--- config.mk ---
export PLATFORM = sky130hd
export DESIGN_NAME = uart_prog_streamer
export DESIGN_NICKNAME = d
export VERILOG_FILES = /design/src/rtl/uart_prog_streamer.sv
export SDC_FILE = /design/constraint.sdc
export NUM_CORES = 1
export LEC_CHECK = 0
export ABC_AREA = 0
export CAP_MARGIN = 20
export CORE_MARGIN = 4
export CORE_UTILIZATION = 30
export DETAILED_ROUTE_END_ITERATION = 8
export HOLD_SLACK_MARGIN = 0.02
export PLACE_DENSITY = 0.52
export SLEW_MARGIN = 20
export SYNTH_ARGS = -nofsm -noshare
export SYNTH_HDL_FRONTEND = slang
export SYNTH_SLANG_ARGS = --single-unit
--- constraint.sdc ---
create_clock -name clk -period 2.1 [get_ports clk]
set_clock_uncertainty 0.05 [all_clocks]
set_input_delay 0.21 -clock clk [delete_from_list [all_inputs] [get_ports clk]]
set_output_delay 0.21 -clock clk [all_outputs]
set_load 0.01 [all_outputs]
--- src/rtl/uart_prog_streamer.sv ---
// rtl/uart_prog_streamer.sv - streams program words from a read port as UART frames
//
// Fetches words from a word-addressed memory and sends each byte, most
// significant byte first, as a UART frame on tx. Streaming stops after an
// END_MARKER word or after MAX_WORDS words. The marker word is always
// transmitted before done is raised.
//
// Optional feature: define UART_PARITY_EN to add an even-parity bit after the
// data bits.
//
// Ports:
//   clk, resetn           clock and synchronous active-low reset
//   start                 level input; streaming proceeds only while it is high
//   mem_req, mem_addr     one-cycle read strobe and word address
//   mem_rdata, mem_valid  read data and its valid strobe
//   tx                    UART serial output, idle high
//   busy, done            streaming in progress / stream finished
//   word_count            words fully transmitted, marker excluded
module uart_prog_streamer #(
  parameter int CLKS_PER_BIT = 868,
  parameter int WORD_BYTES = 4,
  parameter int ADDR_W = 12,
  parameter int MAX_WORDS = 4096,
  parameter logic [8*WORD_BYTES-1:0] END_MARKER = 'h0000_0FFF,
  parameter int STOP_BITS = 1
) (
  input  logic                    clk,
  input  logic                    resetn,
  input  logic                    start,
  output logic                    mem_req,
  output logic [ADDR_W-1:0]       mem_addr,
  input  logic [8*WORD_BYTES-1:0] mem_rdata,
  input  logic                    mem_valid,
  output logic                    tx,
  output logic                    busy,
  output logic                    done,
  output logic [ADDR_W:0]         word_count
);

  localparam int W = 8 * WORD_BYTES;
  localparam int CNT_W = $clog2(STOP_BITS * CLKS_PER_BIT + 1);
  localparam int BI_W = (WORD_BYTES > 1) ? $clog2(WORD_BYTES) : 1;
  localparam logic [CNT_W-1:0] BIT_LAST = CNT_W'(CLKS_PER_BIT - 1);
  localparam logic [CNT_W-1:0] STOP_LAST = CNT_W'(STOP_BITS * CLKS_PER_BIT - 1);
  localparam logic [ADDR_W:0] WORD_LIMIT = (ADDR_W + 1)'(MAX_WORDS);
  localparam logic [BI_W-1:0] BYTE_TOP = BI_W'(WORD_BYTES - 1);

  typedef enum logic [2:0] {
    S_IDLE, S_FETCH, S_WAIT, S_START, S_DATA, S_PARITY, S_STOP, S_DONE
  } state_t;

  state_t           state, state_nx;
  logic [CNT_W-1:0] clk_cnt;
  logic [2:0]       bit_idx;
  logic [BI_W-1:0]  byte_idx;
  logic [W-1:0]     word_q;
  logic             last_q;
  logic             abort_q;
  // One counter serves as both fetch address and transmitted-word count:
  // it advances exactly when a non-marker word has been fully sent. It is one
  // bit wider than the address so that MAX_WORDS == 2**ADDR_W is reachable.
  logic [ADDR_W:0]  word_idx;
  logic             tx_q, mem_req_q, busy_q, done_q;
  logic             tx_d, mem_req_d, busy_d, done_d;

  logic [W-1:0] shifted;
  logic [7:0]   cur_byte;
  logic         bit_end, stop_end, at_limit, abort_now;

  assign shifted   = word_q >> {byte_idx, 3'b000};
  assign cur_byte  = shifted[7:0];
  assign bit_end   = (clk_cnt == BIT_LAST);
  assign stop_end  = (clk_cnt == STOP_LAST);
  assign at_limit  = (word_idx == WORD_LIMIT);
  // A drop of start inside a frame is remembered until the stop bits finish.
  assign abort_now = abort_q || !start;

  assign tx         = tx_q;
  assign mem_req    = mem_req_q;
  assign mem_addr   = word_idx[ADDR_W-1:0];
  assign busy       = busy_q;
  assign done       = done_q;
  assign word_count = word_idx;

  // State register
  always_ff @(posedge clk) begin
    if (!resetn) state <= S_IDLE;
    else         state <= state_nx;
  end

  // Next-state logic
  always_comb begin
    state_nx = state;
    case (state)
      S_IDLE:  if (start) state_nx = S_FETCH;
      S_FETCH: begin
        if (!start)        state_nx = S_IDLE;
        else if (at_limit) state_nx = S_START;
        else               state_nx = S_WAIT;
      end
      S_WAIT: begin
        if (!start)         state_nx = S_IDLE;
        else if (mem_valid) state_nx = S_START;
      end
      S_START: if (bit_end) state_nx = S_DATA;
      S_DATA: begin
        if (bit_end && bit_idx == 3'd7) begin
`ifdef UART_PARITY_EN
          state_nx = S_PARITY;
`else
          state_nx = S_STOP;
`endif
        end
      end
      S_PARITY: if (bit_end) state_nx = S_STOP;
      S_STOP: begin
        if (stop_end) begin
          if (abort_now)             state_nx = S_IDLE;
          else if (byte_idx != '0)   state_nx = S_START;
          else if (last_q)           state_nx = S_DONE;
          else                       state_nx = S_FETCH;
        end
      end
      S_DONE:  if (!start) state_nx = S_IDLE;
      default: state_nx = S_IDLE;
    endcase
  end

  // Output logic: next values of the registered outputs. tx follows the
  // current state, so the line changes one cycle after a state change; busy
  // and done follow the next state so they line up with mem_req and DONE.
  always_comb begin
    tx_d = 1'b1;
    case (state)
      S_START:  tx_d = 1'b0;
      S_DATA:   tx_d = cur_byte[bit_idx];
      S_PARITY: tx_d = ^cur_byte;
      default:  tx_d = 1'b1;
    endcase
    mem_req_d = (state == S_FETCH) && start && !at_limit;
    busy_d    = (state != S_IDLE) && (state_nx != S_IDLE) && (state_nx != S_DONE);
    done_d    = (state_nx == S_DONE);
  end

  // Datapath and output registers
  always_ff @(posedge clk) begin
    if (!resetn) begin
      clk_cnt   <= '0;
      bit_idx   <= '0;
      byte_idx  <= '0;
      word_q    <= '0;
      last_q    <= 1'b0;
      abort_q   <= 1'b0;
      word_idx  <= '0;
      tx_q      <= 1'b1;
      mem_req_q <= 1'b0;
      busy_q    <= 1'b0;
      done_q    <= 1'b0;
    end else begin
      tx_q      <= tx_d;
      mem_req_q <= mem_req_d;
      busy_q    <= busy_d;
      done_q    <= done_d;

      case (state)
        S_START, S_DATA, S_PARITY: clk_cnt <= bit_end ? '0 : clk_cnt + 1'b1;
        S_STOP:                    clk_cnt <= stop_end ? '0 : clk_cnt + 1'b1;
        default:                   clk_cnt <= '0;
      endcase

      // Wraps 7 -> 0 on its own at the end of the last data bit.
      if (state == S_DATA) begin
        if (bit_end) bit_idx <= bit_idx + 1'b1;
      end else begin
        bit_idx <= '0;
      end

      if (state == S_IDLE) abort_q <= 1'b0;
      else if (!start && (state == S_START || state == S_DATA ||
                          state == S_PARITY || state == S_STOP))
        abort_q <= 1'b1;

      case (state)
        S_IDLE: begin
          word_idx <= '0;
          last_q   <= 1'b0;
          byte_idx <= '0;
        end
        S_FETCH: begin
          if (at_limit) begin
            word_q   <= END_MARKER;
            last_q   <= 1'b1;
            byte_idx <= BYTE_TOP;
          end
        end
        S_WAIT: begin
          if (start && mem_valid) begin
            word_q   <= mem_rdata;
            last_q   <= (mem_rdata == END_MARKER);
            byte_idx <= BYTE_TOP;
          end
        end
        S_STOP: begin
          if (stop_end && !abort_now) begin
            if (byte_idx != '0) byte_idx <= byte_idx - 1'b1;
            else if (!last_q)   word_idx <= word_idx + 1'b1;
          end
        end
        S_DONE: if (!start) word_idx <= '0;
        default: ;
      endcase
    end
  end

endmodule

## After elaboration in Yosys (flattened, before gate mapping)

Index checks and enable logic that the tools add are counted.

| operators by class | value |
|---|---|
| add/subtract/negate cells | 4 |
| order comparisons | 1 |
| equal/unequal tests | 20 |
| shift-type cells | 1 |
| muxes and demuxes | 33 |
| bitwise logic cells | 2 |
| reduce and logical (&&, ||, !) cells | 32 |

Operator list:

| cell | number |
|---|---|
| 32-bit 2-to-1 mux | 2 |
| 32-bit case mux with 2 select lines | 1 |
| 13-bit 2-to-1 mux | 4 |
| 13-bit case mux with 3 select lines | 1 |
| 3-bit 2-to-1 mux | 11 |
| 32-bit by 12-bit equality test with 1-bit output (second input constant) | 1 |
| 32-bit by 5-bit >> shifter with 8-bit output | 1 |
| 3-bit case mux with 8 select lines | 1 |
| 3-bit equality test (second input constant) | 6 |
| 13-bit by 1-bit adder with 13-bit output (second input constant) | 1 |
| 13-bit equality test (second input constant) | 1 |
| 2-bit inequality test (second input constant) | 6 |
| 3-bit nonzero test | 4 |
| 10-bit by 1-bit adder with 10-bit output (second input constant) | 1 |
| 10-bit equality test (second input constant) | 1 |
| 2-bit 2-to-1 mux | 5 |
| 5-bit AND reduction | 2 |
| 1-bit logical AND | 8 |
| 2-bit case mux with 4 select lines | 1 |
| 8-bit parity | 1 |
| 3-bit by 2-bit equality test with 1-bit output (second input constant) | 2 |
| 1-bit case mux with 3 select lines | 2 |
| 3-bit AND reduction | 2 |
| 1-bit logical OR | 4 |
| other kinds (17) | 24 |

| word-level totals | value |
|---|---|
| flip-flop bits (word level) | 69 |
| bits of input ports | 36 |

## Depth between registers and ports, before layout

| depth | value |
|---|---|
| depth in word-level cells | 8 |
| depth in mapped cells | 10 |
| depth with buffers taken out | 8 |

## Worst setup path before layout

No wires, ideal clock.

| path | value |
|---|---|
| kind | flip-flop to flip-flop |
| start point | register byte_idx[1] |
| end point | register word_idx[7], in the netlist word_count[7] |
| setup time | 0.128 ns |
| arrival time | 1.864 ns |
| path slack | 0.059 ns |
| cell stages (with the launch flop) | 11 |
| path buffers | 2 |
| period minus slack after synthesis | 2.041 ns |
| cell sequence | dfxtp_1 -> buf_2 -> inv_1 -> ha_1 -> nand2b_1 -> a21o_1 -> a2111oi_4 -> buf_6 -> o211ai_2 -> xor2_1 -> nor2_1 |

| on the way | value |
|---|---|
| longest elaborated chain between the ends | 3 |

Ends and longest elaborated chain:

| item | line | source |
|---|---|---|
| start: declaration | 55 | `logic [BI_W-1:0] byte_idx;` |
| start signal: assignment | 205 | `if (byte_idx != '0) byte_idx <= byte_idx - 1'b1;` |
| 2-bit nonzero test | 205 |  |
| 2-bit inequality test (no line) | n/a |  |
| 5-bit AND reduction (no line) | n/a |  |
| end signal: assignment | 206 | `else if (!last_q) word_idx <= word_idx + 1'b1;` |
| end: declaration | 62 | `logic [ADDR_W:0] word_idx;` |

Every way passes these cells.
A chain may end at the register's enable or synchronous reset.

## Worst setup path after layout

| path | value |
|---|---|
| start point | register state[1] |
| end point | register word_idx[4], in the netlist word_count[4] |

| on the way | value |
|---|---|
| longest elaborated chain between the ends | 3 |
| elaborated cells on any way between the ends | 10 |
| those cells by class | eq/ne: 6; mux: 1; reduce/logical: 3 |

Ends and longest elaborated chain:

| item | line | source |
|---|---|---|
| start: declaration | 52 | `state_t state, state_nx;` |
| start signal: assignment | 88 | `else state <= state_nx;` |
| 3-bit equality test or 3-bit logical NOT (tied branches) | 183 | `case (state)` |
| 2-bit inequality test (no line) (tied with other cells) | n/a |  |
| 5-bit AND reduction (no line) | n/a |  |

Several ways; a longest one is shown, not always the timed one.

==> reports/qor.log <==
INFO  logic_synthesis async_reset_ff_frac=0
INFO  drt            routedLengthMet1=4860um
INFO  drt            drtPass1Iterations=4
INFO  placement      port-buffer-count=64
INFO  drt            antenna_violating_nets_post_route=0
INFO  placement      dpl.hpwl=7280um
INFO  timing         maximum_clock_frequency=0.502GHz
INFO  drt            avgRoutedWirePerCell=15.0um
INFO  setup_path     critPathLaunch=state[1]
INFO  drt            met3_length=490um
INFO  grt            first_global_vias=3224
INFO  power          cellPowerDensity=574mW/mm2
INFO  setup_path     critical_path.cell_chain=or3_4 > a2111oi_4 > buf_4 > buf_12 > o2111ai_1 > xor2_1 > nor2_1
INFO  placement      gp_routability_congestion=0.785
INFO  clock_network  ctsHtreeMaxLevel=3
INFO  grt            grt_overflow=0
INFO  final_layout   finalNetCount=538
INFO  setup_path     worst_setup_path_endpoint=word_count[4]
INFO  timing         worst_slack=0.108ns
INFO  logic_synthesis synth.lib_cells_used.distinct=58
INFO  logic_synthesis syn_area=0.00397mm2
INFO  setup_path     critPathRequiredTime=2.27ns
INFO  setup_path     timing.critical_path.slowest_cell_delay=0.44ns
INFO  final_layout   postLayoutCoreUtil=0.403
INFO  power          combinationalPowerShare=0.086
INFO  logic_synthesis synthesis.yosys.warnings=0
INFO  logic_synthesis synth_area_per_cell=9.18um2
INFO  die            placementRows=41
INFO  grt            track_usage=0.138
INFO  logic_synthesis number_of_register_bits_inferred_by_synthesis=69
INFO  setup_path     critical_path.endpoint_type=flop
INFO  setup_path     crit_path_max_fo=8
INFO  grt            antenna_found_initial=0
INFO  drt            routed-via-count=3315
INFO  logic_synthesis yosysSeqAreaShare=0.348
INFO  final_layout   flow.area_growth_from_synthesis=29.8%
INFO  grt            grt_start_max_net_pins=65
INFO  clock_network  clk_latency=0.33ns
INFO  clock_network  cts_tree=yes
INFO  timing         fin_hold_ws=0.375ns
INFO  hold_path      source_of_the_worst_hold_timing_path=clk_cnt[0]
INFO  clock_network  clk_pin_slew=0.06ns
INFO  setup_path     startpoint_type=flop
INFO  power          part_of_the_power_in_registers=0.451
INFO  die            starting_density_of_the_core=0.311
INFO  clock_network  cts_root_buffer=sky130_fd_sc_hd__clkbuf_16
INFO  timing         final.period_utilization=0.949
INFO  timing         timing_worst_slew_pin_value=0.427ns
INFO  die            die_width=123um
INFO  drt            drt_first_iter_violations=173
INFO  power          pwr-share-clk=0.463
INFO  power          switching_power=707uW
INFO  power          switching_share=0.239
INFO  final_layout   n_antenna_cell=0
INFO  logic_synthesis number_of_enable_flip_flop_cells_after_synthesis=0
INFO  drt            wl_met2=4620um
INFO  logic_synthesis synthesis.nets=474
INFO  hold_path      hold_path_class=flop to flop
INFO  drt            dr.max_layer_used=met4
INFO  setup_path     critical_path_class=flop to flop
INFO  power          cellLeakagePower=1.90nW
INFO  logic_synthesis post_synth_inst_count=432
INFO  logic_synthesis dominantRegCellSynth=sky130_fd_sc_hd__dfxtp_1
INFO  clock_network  clkSinkCount=69
INFO  clock_network  cts_hold_repair.buffers=0
INFO  clock_network  tritoncts.num_buffers=9
INFO  timing         maxSlewViolCount=0
INFO  drt            via_per_inst=4.93
INFO  drt            drt_drc_violations_left=0
INFO  status         run_status=finished, final reports clean
INFO  die            die_h=123um
INFO  die            fp.coreArea=0.0128mm2
INFO  timing         final_hold_violation_count=0
INFO  timing         period_needed=1.99ns
INFO  job            cap_viol_max_count=0
INFO  setup_path     crit_path_top_delay_cell=sky130_fd_sc_hd__or3_4
INFO  setup_path     worst_r2r_src=state[1]
INFO  timing         setup_viol_count_final=0
INFO  power          cell_internal_pwr=2.25mW
INFO  timing         max-slew-margin-rel=0.712
INFO  final_layout   layout-drive-gt1-share=0.156
INFO  grt            grt_pass1_wl=16500um
INFO  power          p_total=2.95mW
INFO  setup_path     crit_arrival=2.16ns
INFO  die            dieArea=0.0151mm2
INFO  timing         finalSetupTns=0ns
INFO  placement      dp_slack=-0.00494ns
INFO  die            number_of_primary_i_o_pins=65
INFO  power          vdd_ir_drop_max=0.367mV
INFO  drt            wl=10100um
INFO  clock_network  clock_path_buffers=2
INFO  setup_path     r2r_setup_slack=0.11ns
INFO  setup_path     timing.reg2reg.worst_path_depth=7
INFO  setup_path     worstReg2RegEnd=word_count[4]
[registers in the layout, indices dropped and copies added, names as in the netlist]
| signal | count |
|---|---|
| abort_q | 1 |
| word_count | 13 |
| tx | 1 |
| busy | 1 |
| bit_idx | 3 |
| mem_req | 1 |
| byte_idx | 2 |
| word_q | 32 |
| done | 1 |
| last_q | 1 |
| clk_cnt | 10 |
| state | 3 |
[stage by stage]
step	instances	area [um2]
6_report	673	5150
4_1_cts	668	5060
3_3_place_gp	652	4790
5_1_grt	673	5150
2_1_floorplan	432	3970
3_5_place_dp	652	4790
[power by group through the flow]
stage | Sequential [mW] | Combinational (mW) | Clock [mW]
floorplan | 1.35 | 0.128 | 0
global placement | 1.36 | 0.253 | 0
detailed placement | 1.36 | 0.253 | 0
CTS | 1.33 | 0.255 | 1.41
global route | 1.33 | 0.279 | 1.47
finish | 1.33 | 0.255 | 1.37
[worst min path at each step]
stage	end	cells after the start	slack [ns]
2_1_floorplan	word_q[12]	2	0.31
3_3_place_gp	clk_cnt[0]	1	0.39
3_5_place_dp	clk_cnt[0]	1	0.40
4_1_cts	clk_cnt[0]	1	0.42
5_1_grt	clk_cnt[0]	1	0.39
6_report	clk_cnt[0]	1	0.38
[cell usage in the layout (no fill, tap or decap), types with 3 or more instances in the layout]
cell                              count
sky130_fd_sc_hd__ha_1                 4
sky130_fd_sc_hd__and2_1               4
sky130_fd_sc_hd__nand2b_1            11
sky130_fd_sc_hd__nor2b_1             40
sky130_fd_sc_hd__nor2_1              41
sky130_fd_sc_hd__nand4_1              3
sky130_fd_sc_hd__a21boi_1             3
sky130_fd_sc_hd__o21ai_0              6
sky130_fd_sc_hd__o211ai_2             4
sky130_fd_sc_hd__a21oi_1              9
sky130_fd_sc_hd__nand2_1             19
sky130_fd_sc_hd__dfxtp_1             66
sky130_fd_sc_hd__a31oi_1             19
sky130_fd_sc_hd__dfxtp_2              3
sky130_fd_sc_hd__o211a_1             13
sky130_fd_sc_hd__and3_1               7
sky130_fd_sc_hd__nand3_1             15
sky130_fd_sc_hd__inv_1                7
sky130_fd_sc_hd__clkdlybuf4s50_1     64
sky130_fd_sc_hd__nor4_1               6
sky130_fd_sc_hd__clkinvlp_4           3
sky130_fd_sc_hd__nand3b_1            12
sky130_fd_sc_hd__nor3_1               5
sky130_fd_sc_hd__mux2i_1              3
sky130_fd_sc_hd__clkbuf_16           11
sky130_fd_sc_hd__o21ai_1              6
sky130_fd_sc_hd__o2111ai_1            3
sky130_fd_sc_hd__buf_4               22
sky130_fd_sc_hd__xor2_1              16
sky130_fd_sc_hd__mux4_2               9
sky130_fd_sc_hd__xnor2_1             21
sky130_fd_sc_hd__buf_12               4
sky130_fd_sc_hd__clkinv_2             4
[logic make-up after synthesis]
family	Yosys count	synth area share
DFF	69	0.348
adders and majority gates	7	0.0214
xor gates and xnor gates	37	0.0817
and+or+nand+nor	179	0.259
buffers and inverters	47	0.0722
muxes	14	0.0643
AOI/OAI and AO/OA	79	0.154
[Yosys cell counts (4+ instances only)]
cell,number,share of area
sky130_fd_sc_hd__mux4_2,9,0.051
sky130_fd_sc_hd__o21ai_0,8,0.010
sky130_fd_sc_hd__inv_1,8,0.0076
sky130_fd_sc_hd__o211ai_2,4,0.013
sky130_fd_sc_hd__xor2_1,16,0.035
sky130_fd_sc_hd__and2_1,4,0.0063
sky130_fd_sc_hd__dfxtp_1,69,0.35
sky130_fd_sc_hd__clkbuf_1,12,0.011
sky130_fd_sc_hd__a21oi_1,9,0.011
sky130_fd_sc_hd__xnor2_1,21,0.046
sky130_fd_sc_hd__and3_1,7,0.011
sky130_fd_sc_hd__nor3_1,5,0.0063
sky130_fd_sc_hd__nand2b_1,11,0.017
sky130_fd_sc_hd__ha_1,6,0.019
sky130_fd_sc_hd__nor4_1,6,0.0095
sky130_fd_sc_hd__buf_6,7,0.020
sky130_fd_sc_hd__nor2_1,42,0.040
sky130_fd_sc_hd__o211a_1,13,0.033
sky130_fd_sc_hd__buf_4,13,0.025
sky130_fd_sc_hd__o21ai_1,5,0.0063
sky130_fd_sc_hd__nand3_1,15,0.019
sky130_fd_sc_hd__buf_2,7,0.0088
sky130_fd_sc_hd__nand3b_1,12,0.023
sky130_fd_sc_hd__nand2_1,19,0.018
sky130_fd_sc_hd__nor2b_1,40,0.063
sky130_fd_sc_hd__a31oi_1,19,0.030
[layer usage]
metal | track usage | vias up
met5 | 0 | -
met3 | 0.0366 | 10
met1 | 0.191 | 1586
met4 | 0.0422 | 0
met2 | 0.212 | 65
li1 | - | 1654
[critical path: cells and delay by family, from the launching register on]
family / cells / cell delay (ns)
compound gates: 2 / 0.45
buf+inv: 2 / 0.32
simple gates: 2 / 0.49
xor+xnor: 1 / 0.17
flops: 1 / 0.39
[final cells by class]
type                            count  area (um2)
Multi-Input combinational cell    316        2320
Inverter                            8        30.0
Sequential cell                    69        1390
Clock inverter                      7        42.5
Tap cell                          172         215
Clock buffer                        9         225
Fill cell                        1251        7620
Timing Repair Buffer               92         936
[repair_timing]
item | CTS | global route
endpoints found under the hold margin | 0 | 0
endpoints found under the setup margin | 0 | 30
buffers inserted | 0 | 3
resized for setup | 0 | 10
Note: power is estimated with default switching activity, not from simulation.
